$ cat src/rtl/pipe_front_ctrl.sv
// Front-end sequencer for the 5-stage RV32I core: owns the PC and ID/EX/M/WB instruction registers.
// Optional consecutive-stall watchdog enabled with `define STALL_WATCHDOG_EN.
module pipe_front_ctrl #(
    parameter logic [31:0] RESET_PC   = 32'h0000_0000,
    parameter logic [31:0] NOP_INSTR  = 32'h0000_0013,
    parameter int unsigned WDOG_LIMIT = 16
) (
    input  logic        clk,
    input  logic        rst_n,
    input  logic [31:0] imem_rdata,
    input  logic        keep_PC,
    input  logic        keep_instr,
    input  logic        nop_sel,
    input  logic        jb_taken,
    input  logic [31:0] jb_pc,
    output logic [31:0] imem_addr,
    output logic [31:0] pc_IF,
    output logic [31:0] instr_ID,
    output logic [31:0] pc_ID,
    output logic [31:0] instr_EX,
    output logic [31:0] pc_EX,
    output logic [31:0] instr_M,
    output logic [31:0] instr_WB,
    output logic [31:0] stall_cnt,
    output logic        wdog_err
);

    logic [31:0] pc_if_q, pc_if_d;
    logic [31:0] instr_id_q, instr_id_d;
    logic [31:0] pc_id_q, pc_id_d;
    logic [31:0] instr_ex_q, instr_ex_d;
    logic [31:0] pc_ex_q, pc_ex_d;
    logic [31:0] instr_m_q, instr_wb_q;
    logic [31:0] stall_cnt_q, stall_cnt_d;
    logic        stall_evt;

    // A redirect in the same cycle cancels the stall, so it is not counted.
    assign stall_evt = keep_PC & ~jb_taken;

    always_comb begin
        pc_if_d     = pc_if_q + 32'd4;
        instr_id_d  = imem_rdata;
        pc_id_d     = pc_if_q;
        instr_ex_d  = instr_id_q;
        pc_ex_d     = pc_id_q;
        stall_cnt_d = stall_cnt_q;

        if (jb_taken) begin
            pc_if_d = jb_pc;
        end else if (keep_PC) begin
            pc_if_d = pc_if_q;
        end

        if (jb_taken) begin
            instr_id_d = NOP_INSTR;
            pc_id_d    = 32'd0;
        end else if (keep_instr) begin
            instr_id_d = instr_id_q;
            pc_id_d    = pc_id_q;
        end

        if (jb_taken || nop_sel) begin
            instr_ex_d = NOP_INSTR;
            pc_ex_d    = 32'd0;
        end

        if (stall_evt && (stall_cnt_q != 32'hFFFF_FFFF)) begin
            stall_cnt_d = stall_cnt_q + 32'd1;
        end
    end

    always_ff @(posedge clk or negedge rst_n) begin
        if (!rst_n) begin
            pc_if_q     <= RESET_PC;
            instr_id_q  <= NOP_INSTR;
            pc_id_q     <= 32'd0;
            instr_ex_q  <= NOP_INSTR;
            pc_ex_q     <= 32'd0;
            instr_m_q   <= NOP_INSTR;
            instr_wb_q  <= NOP_INSTR;
            stall_cnt_q <= 32'd0;
        end else begin
            pc_if_q     <= pc_if_d;
            instr_id_q  <= instr_id_d;
            pc_id_q     <= pc_id_d;
            instr_ex_q  <= instr_ex_d;
            pc_ex_q     <= pc_ex_d;
            instr_m_q   <= instr_ex_q;
            instr_wb_q  <= instr_m_q;
            stall_cnt_q <= stall_cnt_d;
        end
    end

`ifdef STALL_WATCHDOG_EN
    logic [15:0] run_q, run_d;
    logic        wdog_q, wdog_d;

    always_comb begin
        run_d  = 16'd0;
        wdog_d = wdog_q;
        if (stall_evt) begin
            // Hold at the top rather than wrap so a long stall cannot re-arm silently.
            run_d = (run_q == 16'hFFFF) ? run_q : run_q + 16'd1;
            if (run_d == 16'(WDOG_LIMIT)) begin
                wdog_d = 1'b1;
            end
        end
    end

    always_ff @(posedge clk or negedge rst_n) begin
        if (!rst_n) begin
            run_q  <= 16'd0;
            wdog_q <= 1'b0;
        end else begin
            run_q  <= run_d;
            wdog_q <= wdog_d;
        end
    end

    assign wdog_err = wdog_q;
`else
    logic unused_wdog_limit;
    assign unused_wdog_limit = ^WDOG_LIMIT;
    assign wdog_err          = 1'b0;
`endif

    assign imem_addr = pc_if_q;
    assign pc_IF     = pc_if_q;
    assign instr_ID  = instr_id_q;
    assign pc_ID     = pc_id_q;
    assign instr_EX  = instr_ex_q;
    assign pc_EX     = pc_ex_q;
    assign instr_M   = instr_m_q;
    assign instr_WB  = instr_wb_q;
    assign stall_cnt = stall_cnt_q;

endmodule

$ cat config.mk
export PLATFORM = sky130hd
export DESIGN_NAME = pipe_front_ctrl
export DESIGN_NICKNAME = d
export VERILOG_FILES = /design/src/rtl/pipe_front_ctrl.sv
export SDC_FILE = /design/constraint.sdc
export NUM_CORES = 1
export LEC_CHECK = 0
export CAP_MARGIN = 20
export CORE_AREA = 4 4 154 156
export DETAILED_ROUTE_END_ITERATION = 10
export DIE_AREA = 0 0 158 160
export GPL_TIMING_DRIVEN = 0
export PLACE_DENSITY = 0.78
export SLEW_MARGIN = 20
export SYNTH_ARGS = -nofsm -noshare
export SYNTH_HDL_FRONTEND = slang
export SYNTH_SLANG_ARGS = --single-unit
$ cat constraint.sdc
create_clock -name clk -period 2.75 [get_ports clk]
set_clock_uncertainty 0.2 [all_clocks]
set_input_delay 0.55 -clock clk [delete_from_list [all_inputs] [get_ports clk]]
set_output_delay 0.55 -clock clk [all_outputs]
set_load 0.05 [all_outputs]
# Yosys cells after proc, flatten, opt, wreduce, memory -nomap -nowiden
# Index checks and enable logic that the tools add are counted.
dict set report word_totals {
  input_bits 70
  reg_bits 256
  out_inout_bits 289
}
dict set report op_classes {
  n_eq_ne 3
  mux 8
  n_reduce_logical 2
  n_bitwise 2
  add_sub_neg 2
}
# operator count
set op_table {}
lappend op_table {{two-way mux 32 bit} 8}
lappend op_table {{adder 32 x 1 -> 32 bit, second input constant} 1}
lappend op_table {{adder 32 x 3 -> 32 bit, second input constant} 1}
lappend op_table {{inequality test 32 bit, second input constant} 1}
lappend op_table {{inequality test 2 x 1 -> 1 bit, second input constant} 2}
lappend op_table {{bitwise AND 1 bit} 1}
lappend op_table {{logical AND 1 bit} 1}
lappend op_table {{logical OR 1 bit} 1}
lappend op_table {{inverter 1 bit} 1}

# Logic depth before layout (Yosys ltp)
dict set report logic_depth {
  depth_word 3
  depth_mapped 7
  ltp_nobuf 6
}

# Worst setup path before layout
# Ideal clock, no wire load.
dict set report synth_timing {
  path_type {register to register}
  startpoint {register stall_cnt_q[0], in the netlist stall_cnt[0]}
  endpoint {register stall_cnt_q[1], in the netlist stall_cnt[1]}
  setup_ns 0.125
  t_arrival_ns 2.015
  n_path_buf 0
  path_slack_ns 0.410
  synth_period_minus_slack_ns 2.340
  path_stages_with_launch 7
  path_cell_list {dfrtp_1 ha_1 and2_1 and4_4 nand4_2 nand2_1 mux2_2}
}
dict set report synth_via {
  elab_chain_len 2
  elab_cells_between_ends 3
}
# item line
set synth_lines {}
lappend synth_lines {{start: declaration} 34} ;# logic [31:0] stall_cnt_q, stall_cnt_d;
lappend synth_lines {{start signal: assignment} 90} ;# stall_cnt_q <= stall_cnt_d;
lappend synth_lines {{branches (longest 2 deep; another with adder 32 x 1 -> 32 bit)} n/a}
# Parallel ways; which one is timed is not known.
# A chain may end at the register's enable or synchronous reset.

# Worst setup path in the final report
dict set report layout_timing {
  startpoint {register pc_if_q[16], in the netlist imem_addr[16]}
  endpoint {output port pc_IF[16]}
}
# item line
set layout_lines {}
lappend layout_lines {{start: declaration} 28} ;# logic [31:0] pc_if_q, pc_if_d;
lappend layout_lines {{start signal: assignment} 83} ;# pc_if_q <= pc_if_d;
lappend layout_lines {{end: declaration} 17} ;# output logic [31:0] pc_IF,
# No word-level cell between the ends.

==> metrics.md <==
| Metric | Value |
|---|---|
| Slew Limit Headroom | `50.2%` |
| CP Max Fanout | `7` |
| Initial Util | `44.5%` |
| Post-synth top area share | `61.4%` |
| Num ports | `359` |
| # fillers | `1,652` |
| Max clock buf depth | `3` |
| Wirelength per Cell | `19.7 um` |
| Pwr dens | `659 nW/um2` |
| Overall power | `9.79 mW` |
| Final Setup Violations | `0` |
| Non-filler cells, final | `1,473` |
| Max incr delay on CP | `0.80 ns` |
| Floorplan row count | `55` |
| Setup TNS Final | `0 ns` |
| Worst setup margin | `0.0371 ns` |
| RD Place Congestion | `0.841` |
| Mapped Nets | `851` |
| Most common cell after layout, fill and taps aside | `clkdlybuf4s50_1` |
| Synth cell types | `58` |
| Die Ht | `160 um` |
| Pin count of the biggest net entering global routing | `99` |
| R2r setup slk | `0.46 ns` |
| Top FF cell, synth | `dfrtp_1` |
| Hold Slack | `0.164 ns` |
| GRT overflow | `0` |
| CTS tree | `done` |
| WS Path Type | `reg -> out` |
| RSZ-0062 raised after global routing | `no` |
| Slew Limit Fails | `0` |
| Setup crit end kind | `output port` |
| Cell area after synthesis | `9950 um2` |
| H-tree depth | `1` |
| Cell area after placement | `13,900 um2` |
| Critical R2R Capture | `imem_addr[31]$_DFFE_PN0N_` |
| Design area | `14,900 um2` |
| Static Leakage | `6.81 nW` |
| Mean Syn Cell Area | `12.8 um2` |
| Yosys top cell by area | `dfrtp_1` |
| Max-cap viol count | `0` |
| Critical-path top delay cell | `clkdlybuf4s50_1` |
| Largest family of logic cells by synthesized area | `simple AND/OR/NAND/NOR gates` |
| Mapped Cells | `779` |
| Most frequent cells in the layout | `clkdlybuf4s50_1, dfrtp_1, nor2_1` |
| Post-synthesis sequential area ratio | `64.5%` |
| Hold Path End | `instr_M[0]$_DFF_PN1_` |
| Fraction of the mapped netlist area in simple logic gates | `15.9%` |
| Routed wire length | `29.0 mm` |
| Share of the synthesized area in compound gates (AO/OA/AOI/OAI) | `4.69%` |
| Die area | `25,300 um2` |
| Fraction of registers with async set/reset | `100%` |
| Via/cell ratio | `5.07` |
| Register bit total from synthesis | `256` |
| Placement Setup Slack | `-0.439 ns` |
| Adder-cell share of the synthesized area | `0.251%` |
| Area grow syn2layout | `49.3%` |
| R2R cell count | `5` |
| Final-report hold violation count | `0` |
| Startpoint types | `flop` |
| Nets | `1,240` |
| DRT antenna net count | `0` |
| Share of layout cells above drive strength 1 | `10.7%` |
| Hold path depth | `0` |
| Hold WC Path Type | `reg -> reg` |
| CTS clk-pin slew, worst paths | `0.06 ns` |
| CP cell instances | `buf_4, clkdlybuf4s50_1` |
| Worst skew pair latency | `0.52 ns` |
| Area of the core | `22,400 um2` |
| Clk root buf | `clkbuf_16` |
| Initial DRC count | `417` |
| Util after Layout | `66.4%` |
| R2r startpoint | `imem_addr[18]$_DFFE_PN0N_` |
| IO Port Bufs | `357` |
| Area contributors post-synth | `dfrtp_1, mux2i_1, and2_1, dfstp_2, buf_4` |
| Post-synthesis mux area share | `6.69%` |
| Global-route wire length before repair | `44.7 mm` |
| Vias | `7,468` |
| Total track usage | `22.5%` |
| Ys Warns | `0` |
| Final Critical Period | `2.71 ns` |
| Fmax achieved | `369 MHz` |
| Status | `finished, final reports clean` |
| CTS Sinks | `256` |
| Setup repair bufs after CTS | `0` |
| Post-DP HPWL | `21.3 mm` |
| Antenna violations before repair | `1` |
| DP Cell Count | `1,423` |
| Fin crit share | `98.7%` |
| CP Data Required Time | `2.00 ns` |
| Drt pass-1 iters | `4` |
| Hold wc startpoint | `instr_EX[0]$_DFF_PN1_` |
| Vias in the first global route | `7,627` |
| CTS Buf Count | `27` |
| Xor-xnor portion of the synthesized cell area | `3.43%` |
| Worst-Margin Slew | `0.744 ns` |
| Post-synth EDFFs | `0` |
| Die W | `158 um` |
| Peak VDD IR | `0.490 mV` |
| CP arrival | `1.96 ns` |
| Residual DRC count | `0` |
-- cells in the mapped netlist, types with 3 or more instances --
cell type	count
a211o_1	4
a211oi_1	7
a221o_1	3
a221oi_1	4
a311oi_1	10
and2_1	66
and3_1	14
and4_1	8
buf_1	4
buf_2	8
buf_4	36
clkbuf_1	18
dfrtp_1	244
dfstp_2	12
inv_1	11
mux2_2	4
mux2i_1	62
nand2_1	28
nand2b_1	3
nand3_1	22
nand4_1	19
nor2_1	72
nor2b_1	13
nor3_1	10
nor4_1	3
o21ai_0	13
or3_1	3
xnor2_1	30
xor2_1	9
-- registers in the layout, summed over array words and instances (netlist names) --
name and count:
pc_EX 32, stall_cnt 32, pc_ID 32, instr_WB 32, imem_addr 32, instr_ID 32, instr_EX 32, instr_M 32
-- worst max-delay path by stage --
stage / cells after the start / from / end
after floorplan: 6 / stall_cnt[0]$_DFFE_PN0P_ / stall_cnt[1]$_DFFE_PN0P_
after global placement: 1 / rst_n / stall_cnt[27]$_DFFE_PN0P_
after detailed placement: 6 / jb_taken / imem_addr[7]$_DFFE_PN0N_
after CTS: 1 / imem_addr[10]$_DFFE_PN0N_ / imem_addr[10]
after global routing: 2 / imem_addr[16]$_DFFE_PN0N_ / pc_IF[16]
final: 2 / imem_addr[16]$_DFFE_PN0N_ / pc_IF[16]
-- critical path: cells and delay by family, from the launching register on --
| kind | cells | cell delay [ns] |
|---|---|---|
| buffers and inverters | 2 | 0.96 |
| DFF | 1 | 0.49 |
-- cell families (layout without fill, tap and decap cells) --
kind of cell / count (synthesis) / in the layout
XOR/XNOR: 39 / 39
buffers and inverters: 78 / 486
AND/OR/NAND/NOR: 280 / 280
flip-flops: 256 / 256
other: 1 / 2
multiplexers: 66 / 66
AO/OA/AOI/OAI: 57 / 57
adder cells (fa/ha/maj): 2 / 2
-- where the power goes --
| group | internal, mW | switching (mW) | total, mW |
|---|---|---|---|
| clock network | 2.15 | 1.43 | 3.59 |
| registers | 3.96 | 0.229 | 4.19 |
| logic | 0.704 | 1.30 | 2.01 |
| total | 6.82 | 2.97 | 9.79 |
-- layout make-up --
cell class / count / area [um2] / area share (%)
Sequential cell: 256 / 6420 / 43.2
Timing Repair Buffer: 360 / 3650 / 24.6
Multi-Input combinational cell: 445 / 3080 / 20.8
Clock buffer: 42 / 832 / 5.60
Buffer: 67 / 407 / 2.74
Tap cell: 285 / 357 / 2.40
Clock inverter: 6 / 55.1 / 0.371
Inverter: 11 / 41.3 / 0.278
Antenna cell: 1 / 2.50 / 0.0168
-- per-layer routing --
layer / global-route usage [%] / routed length [um] / vias to the layer above
li1: - / - / 3429
met1: 29.6 / 11800 / 3704
met5: 0 / 0 / -
met3: 4.36 / 1750 / 50
met2: 37.9 / 14600 / 285
met4: 6.63 / 858 / 0
-- what timing repair did --
action	4_1_cts	5_1_grt
hold buffers	1	0
endpoints found under the setup margin	12	19
resized for setup	12	14
endpoints found under the hold margin	77	0
No activity file was read; power rests on OpenSTA's default activity.
